### config.mk
export PLATFORM = sky130hd
export DESIGN_NAME = spi_frame_master_flat
export DESIGN_NICKNAME = d
export VERILOG_FILES = /design/src/rtl/spi_frame_master_if.sv /design/src/rtl/spi_frame_master.sv /design/src/flat_wrapper.sv
export SDC_FILE = /design/constraint.sdc
export NUM_CORES = 1
export LEC_CHECK = 0
export BUFFER_PORTS_ARGS = -buffer_cell sky130_fd_sc_hd__buf_2
export CAP_MARGIN = 20
export CORE_MARGIN = 1
export CORE_UTILIZATION = 60
export CTS_CLUSTER_DIAMETER = 40
export DETAILED_ROUTE_END_ITERATION = 10
export MAX_ROUTING_LAYER = met4
export PLACE_DENSITY = 0.83
export SYNTH_ARGS = -nofsm -noshare
export SYNTH_HDL_FRONTEND = slang
export SYNTH_SLANG_ARGS = --single-unit
### constraint.sdc
create_clock -name clk -period 3.2 [get_ports clk]
set_input_delay 0.16 -clock clk [delete_from_list [all_inputs] [get_ports clk]]
set_output_delay 0.16 -clock clk [all_outputs]
set_load 0.01 [all_outputs]
### src/rtl/spi_frame_master_if.sv
// ----------------------------------------------------------------------------
// spi_frame_master_if
//   Bundle of the byte handshake, the serial link and the status pulses of
//   spi_frame_master.
//   master : view of spi_frame_master (drives tx_ready, serial outputs, status)
//   slave  : view of whoever drives the byte source and the miso line
//   Handshake: a byte moves on a rising clk edge where tx_valid && tx_ready;
//   tx_ready is high only while the master is idle, and tx_valid may be held
//   high across frames without a second byte being taken early.
//   dbg_state exposes the master FSM encoding for observation.
// ----------------------------------------------------------------------------
interface spi_frame_master_if;
   logic [7:0] tx_data;
   logic       tx_valid;
   logic       tx_ready;
   logic       cs_n;
   logic       start_n;
   logic       mosi;
   logic       miso;
   logic [7:0] rx_data;
   logic       rx_valid;
   logic       rx_err;
   logic       rx_timeout;
   logic       busy;
   logic [2:0] dbg_state;

   modport master (
      input  tx_data, tx_valid, miso,
      output tx_ready, cs_n, start_n, mosi, rx_data, rx_valid, rx_err,
             rx_timeout, busy, dbg_state
   );

   modport slave (
      output tx_data, tx_valid, miso,
      input  tx_ready, cs_n, start_n, mosi, rx_data, rx_valid, rx_err,
             rx_timeout, busy, dbg_state
   );
endinterface

### src/rtl/spi_frame_master.sv
// ----------------------------------------------------------------------------
// spi_frame_master
//   Takes a byte on a valid/ready handshake, selects the slave, sends an
//   active-low start strobe for one bit period, shifts the byte out MSB-first
//   on mosi, then receives a reply frame (start 0, 8 bits MSB-first, stop 1)
//   on miso and presents it as a parallel byte with one-cycle status pulses.
// Ports
//   clk        : system clock, rising edge
//   rst        : asynchronous reset, active-high
//   bus.tx_*   : byte handshake (tx_ready high only in IDLE)
//   bus.cs_n / start_n / mosi : serial outputs to the slave (registered)
//   bus.miso   : serial reply from the slave, idles high
//   bus.rx_data: last good reply byte; rx_valid / rx_err / rx_timeout pulses
//   bus.busy   : high in every state except IDLE
//   bus.dbg_state : current FSM state encoding
// ----------------------------------------------------------------------------
module spi_frame_master #(
   parameter int CLK_DIV = 4,   // clk cycles per bit period, >= 1
   parameter int TIMEOUT = 32   // bit periods to wait for the reply start bit, >= 1
) (
   input logic               clk,
   input logic               rst,
   spi_frame_master_if.master bus
);

   localparam int DIV_W = (CLK_DIV > 1) ? $clog2(CLK_DIV) : 1;
   localparam int TMO_W = $clog2(TIMEOUT + 1);
   localparam logic [DIV_W-1:0] DIV_LAST = DIV_W'(CLK_DIV - 1);
   localparam logic [TMO_W-1:0] TMO_LAST = TMO_W'(TIMEOUT - 1);

   typedef enum logic [2:0] {
      S_IDLE    = 3'd0,
      S_SELECT  = 3'd1,
      S_START   = 3'd2,
      S_SEND    = 3'd3,
      S_RX_WAIT = 3'd4,
      S_RX      = 3'd5,
      S_RX_STOP = 3'd6,
      S_DONE    = 3'd7
   } state_e;

   state_e           state_q, state_d;
   logic [DIV_W-1:0] div_q, div_d;
   logic [2:0]       cnt_q, cnt_d;
   logic [TMO_W-1:0] tmo_q, tmo_d;
   logic [7:0]       shift_q, shift_d;
   logic [7:0]       rx_shift_q, rx_shift_d;
   logic [7:0]       rx_data_q, rx_data_d;
   logic             rx_valid_q, rx_valid_d;
   logic             rx_err_q, rx_err_d;
   logic             rx_timeout_q, rx_timeout_d;
   logic             cs_n_q, cs_n_d;
   logic             start_n_q, start_n_d;
   logic             mosi_q, mosi_d;
   logic             tick;

   // End of a bit period. With CLK_DIV == 1 the divider stays at 0 and every
   // cycle is a tick.
   assign tick = (div_q == DIV_LAST);

   // -------------------------------------------------------------------------
   // State register
   // -------------------------------------------------------------------------
   always_ff @(posedge clk or posedge rst) begin
      if (rst) begin
         state_q      <= S_IDLE;
         div_q        <= '0;
         cnt_q        <= '0;
         tmo_q        <= '0;
         shift_q      <= '0;
         rx_shift_q   <= '0;
         rx_data_q    <= '0;
         rx_valid_q   <= 1'b0;
         rx_err_q     <= 1'b0;
         rx_timeout_q <= 1'b0;
         cs_n_q       <= 1'b1;
         start_n_q    <= 1'b1;
         mosi_q       <= 1'b1;
      end else begin
         state_q      <= state_d;
         div_q        <= div_d;
         cnt_q        <= cnt_d;
         tmo_q        <= tmo_d;
         shift_q      <= shift_d;
         rx_shift_q   <= rx_shift_d;
         rx_data_q    <= rx_data_d;
         rx_valid_q   <= rx_valid_d;
         rx_err_q     <= rx_err_d;
         rx_timeout_q <= rx_timeout_d;
         cs_n_q       <= cs_n_d;
         start_n_q    <= start_n_d;
         mosi_q       <= mosi_d;
      end
   end

   // -------------------------------------------------------------------------
   // Next-state logic
   // -------------------------------------------------------------------------
   always_comb begin
      state_d      = state_q;
      div_d        = div_q;
      cnt_d        = cnt_q;
      tmo_d        = tmo_q;
      shift_d      = shift_q;
      rx_shift_d   = rx_shift_q;
      rx_data_d    = rx_data_q;
      rx_valid_d   = 1'b0;
      rx_err_d     = 1'b0;
      rx_timeout_d = 1'b0;

      // The divider only runs in the timed states; the wrap on tick is what
      // aligns each state to a whole bit period.
      if (state_q == S_IDLE || state_q == S_DONE || tick) begin
         div_d = '0;
      end else begin
         div_d = div_q + 1'b1;
      end

      case (state_q)
         S_IDLE: begin
            if (bus.tx_valid) begin
               shift_d = bus.tx_data;
               state_d = S_SELECT;
            end
         end
         S_SELECT: begin
            if (tick) state_d = S_START;
         end
         S_START: begin
            if (tick) begin
               cnt_d   = 3'd7;
               state_d = S_SEND;
            end
         end
         S_SEND: begin
            // Leave on the tick that closes the cnt==0 period instead of
            // decrementing, so the counter never wraps.
            if (tick) begin
               if (cnt_q == 3'd0) begin
                  tmo_d   = '0;
                  state_d = S_RX_WAIT;
               end else begin
                  cnt_d = cnt_q - 1'b1;
               end
            end
         end
         S_RX_WAIT: begin
            if (tick) begin
               if (!bus.miso) begin
                  cnt_d   = 3'd7;
                  state_d = S_RX;
               end else if (tmo_q == TMO_LAST) begin
                  rx_timeout_d = 1'b1;
                  state_d      = S_DONE;
               end else begin
                  tmo_d = tmo_q + 1'b1;
               end
            end
         end
         S_RX: begin
            if (tick) begin
               rx_shift_d[cnt_q] = bus.miso;
               if (cnt_q == 3'd0) begin
                  state_d = S_RX_STOP;
               end else begin
                  cnt_d = cnt_q - 1'b1;
               end
            end
         end
         S_RX_STOP: begin
            if (tick) begin
               if (bus.miso) begin
                  rx_data_d  = rx_shift_q;
                  rx_valid_d = 1'b1;
               end else begin
                  rx_err_d = 1'b1;
               end
               state_d = S_DONE;
            end
         end
         S_DONE: begin
            state_d = S_IDLE;
         end
         default: begin
            state_d = S_IDLE;
         end
      endcase
   end

   // -------------------------------------------------------------------------
   // Output logic: decoded from the next state so the serial pins are
   // registered and line up with the state they belong to.
   // -------------------------------------------------------------------------
   always_comb begin
      cs_n_d    = (state_d == S_IDLE) || (state_d == S_DONE);
      start_n_d = (state_d != S_START);
      mosi_d    = 1'b1;
      if (state_d == S_SEND) begin
         mosi_d = shift_d[cnt_d];
      end
   end

   assign bus.tx_ready   = (state_q == S_IDLE);
   assign bus.busy       = (state_q != S_IDLE);
   assign bus.cs_n       = cs_n_q;
   assign bus.start_n    = start_n_q;
   assign bus.mosi       = mosi_q;
   assign bus.rx_data    = rx_data_q;
   assign bus.rx_valid   = rx_valid_q;
   assign bus.rx_err     = rx_err_q;
   assign bus.rx_timeout = rx_timeout_q;
   assign bus.dbg_state  = state_q;

endmodule

### src/flat_wrapper.sv
// flat-port wrapper written by rule: the top's interface ports become plain ports
module spi_frame_master_flat 
#(
   parameter int CLK_DIV = 4,                                     
   parameter int TIMEOUT = 32                                                       
)
  (clk, rst, bus_tx_data, bus_tx_valid, bus_miso, bus_tx_ready, bus_cs_n, bus_start_n, bus_mosi, bus_rx_data, bus_rx_valid, bus_rx_err, bus_rx_timeout, bus_busy, bus_dbg_state);
  spi_frame_master_if bus_i ();
  input logic clk;
  input logic rst;
  input wire logic [$bits(bus_i.tx_data)-1:0] bus_tx_data;
  input wire logic [$bits(bus_i.tx_valid)-1:0] bus_tx_valid;
  input wire logic [$bits(bus_i.miso)-1:0] bus_miso;
  output wire logic [$bits(bus_i.tx_ready)-1:0] bus_tx_ready;
  output wire logic [$bits(bus_i.cs_n)-1:0] bus_cs_n;
  output wire logic [$bits(bus_i.start_n)-1:0] bus_start_n;
  output wire logic [$bits(bus_i.mosi)-1:0] bus_mosi;
  output wire logic [$bits(bus_i.rx_data)-1:0] bus_rx_data;
  output wire logic [$bits(bus_i.rx_valid)-1:0] bus_rx_valid;
  output wire logic [$bits(bus_i.rx_err)-1:0] bus_rx_err;
  output wire logic [$bits(bus_i.rx_timeout)-1:0] bus_rx_timeout;
  output wire logic [$bits(bus_i.busy)-1:0] bus_busy;
  output wire logic [$bits(bus_i.dbg_state)-1:0] bus_dbg_state;
  assign bus_i.tx_data = bus_tx_data;
  assign bus_i.tx_valid = bus_tx_valid;
  assign bus_i.miso = bus_miso;
  assign bus_tx_ready = bus_i.tx_ready;
  assign bus_cs_n = bus_i.cs_n;
  assign bus_start_n = bus_i.start_n;
  assign bus_mosi = bus_i.mosi;
  assign bus_rx_data = bus_i.rx_data;
  assign bus_rx_valid = bus_i.rx_valid;
  assign bus_rx_err = bus_i.rx_err;
  assign bus_rx_timeout = bus_i.rx_timeout;
  assign bus_busy = bus_i.busy;
  assign bus_dbg_state = bus_i.dbg_state;
  spi_frame_master #(.CLK_DIV(CLK_DIV), .TIMEOUT(TIMEOUT)) u_core (.clk(clk), .rst(rst), .bus(bus_i));
endmodule
==> results_dict.tcl <==
set metrics [dict create \
    status "completed" \
    rows 21 \
    crit_path_start_kind "flop" \
    synth_adder_area_share_pct 2.38 \
    dp_hpwl_mm 2.82 \
    hp-class "input port to flop" \
    wl_mm 3.98 \
    synth_cells 201 \
    maxCapViolations 0 \
    synth_top_family_by_area "simple AND/OR/NAND/NOR gates" \
    period_share_pct 75.5 \
    yosysSeqAreaShare_pct 52.4 \
    io_pins 31 \
    drc 0 \
    final.min_clock_period_ps 2410 \
    antenna_found_initial 0 \
    synth_nets 217 \
    postCtsSetupRepairBufs 0 \
    path_max_fanout 6 \
    cp_cell_sequence "inv_1 > ha_1 > nand2b_1 > and4_1 > nor3_2 > mux4_2 > nor3b_2 > a21oi_1" \
    synthSimpleGateAreaFrac_pct 21.8 \
    synth_mux_area_share_pct 10.9 \
    min_to "u_core.shift_q[6]" \
    place.gp.congestion 0.836 \
    vias 1568 \
    fill_cells 280 \
    diodes 0 \
    seq_power_share_pct 45.3 \
    criticalPathCategory "flop to flop" \
    vdd_drop_max_v 0.000501 \
    synth-compound-area-share_pct 7.78 \
    slew_viol_final 0 \
    drt-initial-drc-count 79 \
    power.share.combinational_pct 35.3 \
    yosysWarningCount 0 \
    die_y_um 61.3 \
    switching_share_pct 35.3 \
    critPathArrivalTime_ps 2710 \
    avgRoutedWirePerCell_um 14.2 \
    post-place-ws_ps 862 \
    cp_slowest_cell "mux4_2" \
    synth-xor-area-share_pct 1.25 \
    max_stage_delay_ps 560 \
    r2r_cells 8 \
    yosysUniqueCellTypes 45 \
    cts_tree "built" \
    min_from "bus_tx_data[6]" \
    rsz0062_at_grt "false" \
    syn_to_final_growth_pct 12.8 \
    cts_made_buffers 5 \
    cp.depth 8 \
    vias_per_cell 5.58 \
    power.share.clock_pct 19.4 \
    async_reset_ff_share_pct 100 \
    timing.rr.start "u_core.cnt_q[1]" \
    r2r_setup_slack_ps 790 \
    io_buffers 30 \
    synth-edff-count 0 \
    syn_area_per_cell_um2 10.5 \
    max_freq_mhz 414 \
    fin_area_mm2 0.00238 \
    power.total_uw 1750 \
    final_nets 250 \
    power_density_mw_per_mm2 737 \
    worst_pin_slew_ps 627 \
    multi_input_area_um2 928 \
    final_common_cell "dfrtp_1" \
    grt_pass1_vias 1462 \
    grt_pass1_wl_mm 6.48 \
    clock_sinks 44 \
    clk-insertion-delay-late_ps 360 \
    dieArea_mm2 0.00375 \
    cts_root_buf "clkbuf_4" \
    ys_seq_elements 44 \
    die-width_um 61.3 \
    synthFlopType "dfrtp_1" \
    p_leak_uw 0.00116 \
    critical_path.top_delay_family "simple AND/OR/NAND/NOR gates" \
    clk_pin_slew_worst_paths_ps 130 \
    end_kind "flop" \
    drive_gt1_share_pct 27.2 \
    final-setup-viol-count 0 \
    intPower_uw 1130 \
    register_area_mm2 0.00110 \
    finalHoldViolCount 0 \
    hold_depth 2 \
    fp.coreArea_mm2 0.00336 \
    final.setup.worst_slack_ps 785 \
    path_buf_inv 1 \
    p_switching_uw 618 \
    final_cell_mix "dfrtp_1 (41), nand2_1 (32), buf_2 (30)" \
    fin_tns_setup_ps 0 \
    slew_headroom_pct 57.9 \
    syn_area_mm2 0.00211 \
    initial_core_util_pct 62.6 \
    grt_use_total_pct 25.2 \
    cts_htree_levels 2 \
    place_area_mm2 0.00229 \
    antenna_left 0 \
    required_ps 3500 \
    grt-ovfl-total 0 \
    grt_max_degree 45 \
    r2r-end "u_core.bus.mosi" \
    drtPass1Iterations 4 \
    fin_skew_ps 5.95 \
    ctsLongestPathBuffers 2 \
]
## worst max path at each step
stage	end	slack (ps)	startpoint
final	u_core.bus.mosi	790	u_core.cnt_q[1]
after CTS	u_core.bus.mosi	810	u_core.cnt_q[1]
after global routing	u_core.bus.mosi	680	u_core.cnt_q[1]
after global placement	u_core.bus.mosi	950	u_core.cnt_q[1]
after floorplan	u_core.bus.mosi	960	u_core.bus.dbg_state[1]
after detailed placement	u_core.bus.mosi	860	u_core.cnt_q[1]
## cells in the mapped netlist (all sizes together) (2+ instances only)
| master | n | area, µm² |
|---|---|---|
| inv | 10 | 37.5 |
| a31oi | 2 | 12.5 |
| dfstp | 3 | 78.8 |
| a21oi | 5 | 25.0 |
| nor4 | 2 | 12.5 |
| nor2b | 5 | 31.3 |
| nor3b | 2 | 20.0 |
| o21ai | 6 | 30.0 |
| nand2 | 32 | 120 |
| xor2 | 2 | 17.5 |
| nor3 | 10 | 60.1 |
| clkbuf | 3 | 11.3 |
| buf | 3 | 21.3 |
| nand3 | 9 | 45.0 |
| and3 | 3 | 18.8 |
| o31ai | 2 | 15.0 |
| nand2b | 4 | 25.0 |
| a31o | 2 | 17.5 |
| ha | 4 | 50.1 |
| mux2 | 17 | 206 |
| nor2 | 12 | 45.0 |
| and2 | 2 | 15.0 |
| a211oi | 3 | 22.5 |
| nand4 | 4 | 25.0 |
| dfrtp | 41 | 1030 |
## registers in the layout, summed over array words and instances, names as in the netlist, 2 cells and up
register,count
u_core.bus.rx_data,8
u_core.rx_shift_q,8
u_core.shift_q,8
u_core.tmo_q,6
u_core.bus.dbg_state,3
u_core.cnt_q,3
u_core.div_q,2
## worst reg2reg max path, delay by kind of cell (launching register included)
kind	cells	cell delay, ps
adders and majority gates	1	230
buffers and inverters	1	180
and+or+nand+nor	4	880
DFF	1	450
muxes	1	560
AOI/OAI and AO/OA	1	60
## kinds of logic (layout without fill, tap and decap cells)
family	after synthesis	after routing
compound gates	25	25
mux	18	18
fa+ha+maj	4	4
buf+inv	17	51
simple gates	90	90
flops	44	44
xor+xnor	3	3
## metrics by stage
step           util, %  hold WS (ps)  instances
5_1_grt           70.6          25.2        281
4_1_cts           70.6          25.8        281
3_5_place_dp      68.1           325        272
2_1_floorplan        -           316        201
6_report          70.6          31.8        281
3_3_place_gp      68.1           324        272
## power by group through the flow
stage	clock (µW)	combinational [µW]	sequential, µW
floorplan	0	489	770
global placement	0	582	793
detailed placement	0	611	799
CTS	346	617	790
global route	366	684	811
finish	339	618	793
## layer usage
metal | GRT usage (%) | vias to the layer above | wire length [µm]
met2 | 40.5 | 36 | 1940
met3 | 3.78 | 10 | 147
met1 | 30.9 | 758 | 1820
li1 | - | 764 | -
met4 | 12.7 | 0 | 76
met5 | - | - | 0
## layout make-up
class | instances | area share (%)
inverters | 11 | 1.74
flip-flops and latches | 44 | 46.5
repair buffers | 32 | 7.06
clock buffers | 6 | 1.74
multi-input cells | 140 | 39.1
clock inverters | 2 | 1.47
well taps | 46 | 2.42
## what timing repair did
action	4_1_cts	5_1_grt
hold endpoints to repair	41	0
setup endpoints to repair	0	0
gates resized for setup	0	0
hold buffers	1	0
(Power assumes the default switching activity.)
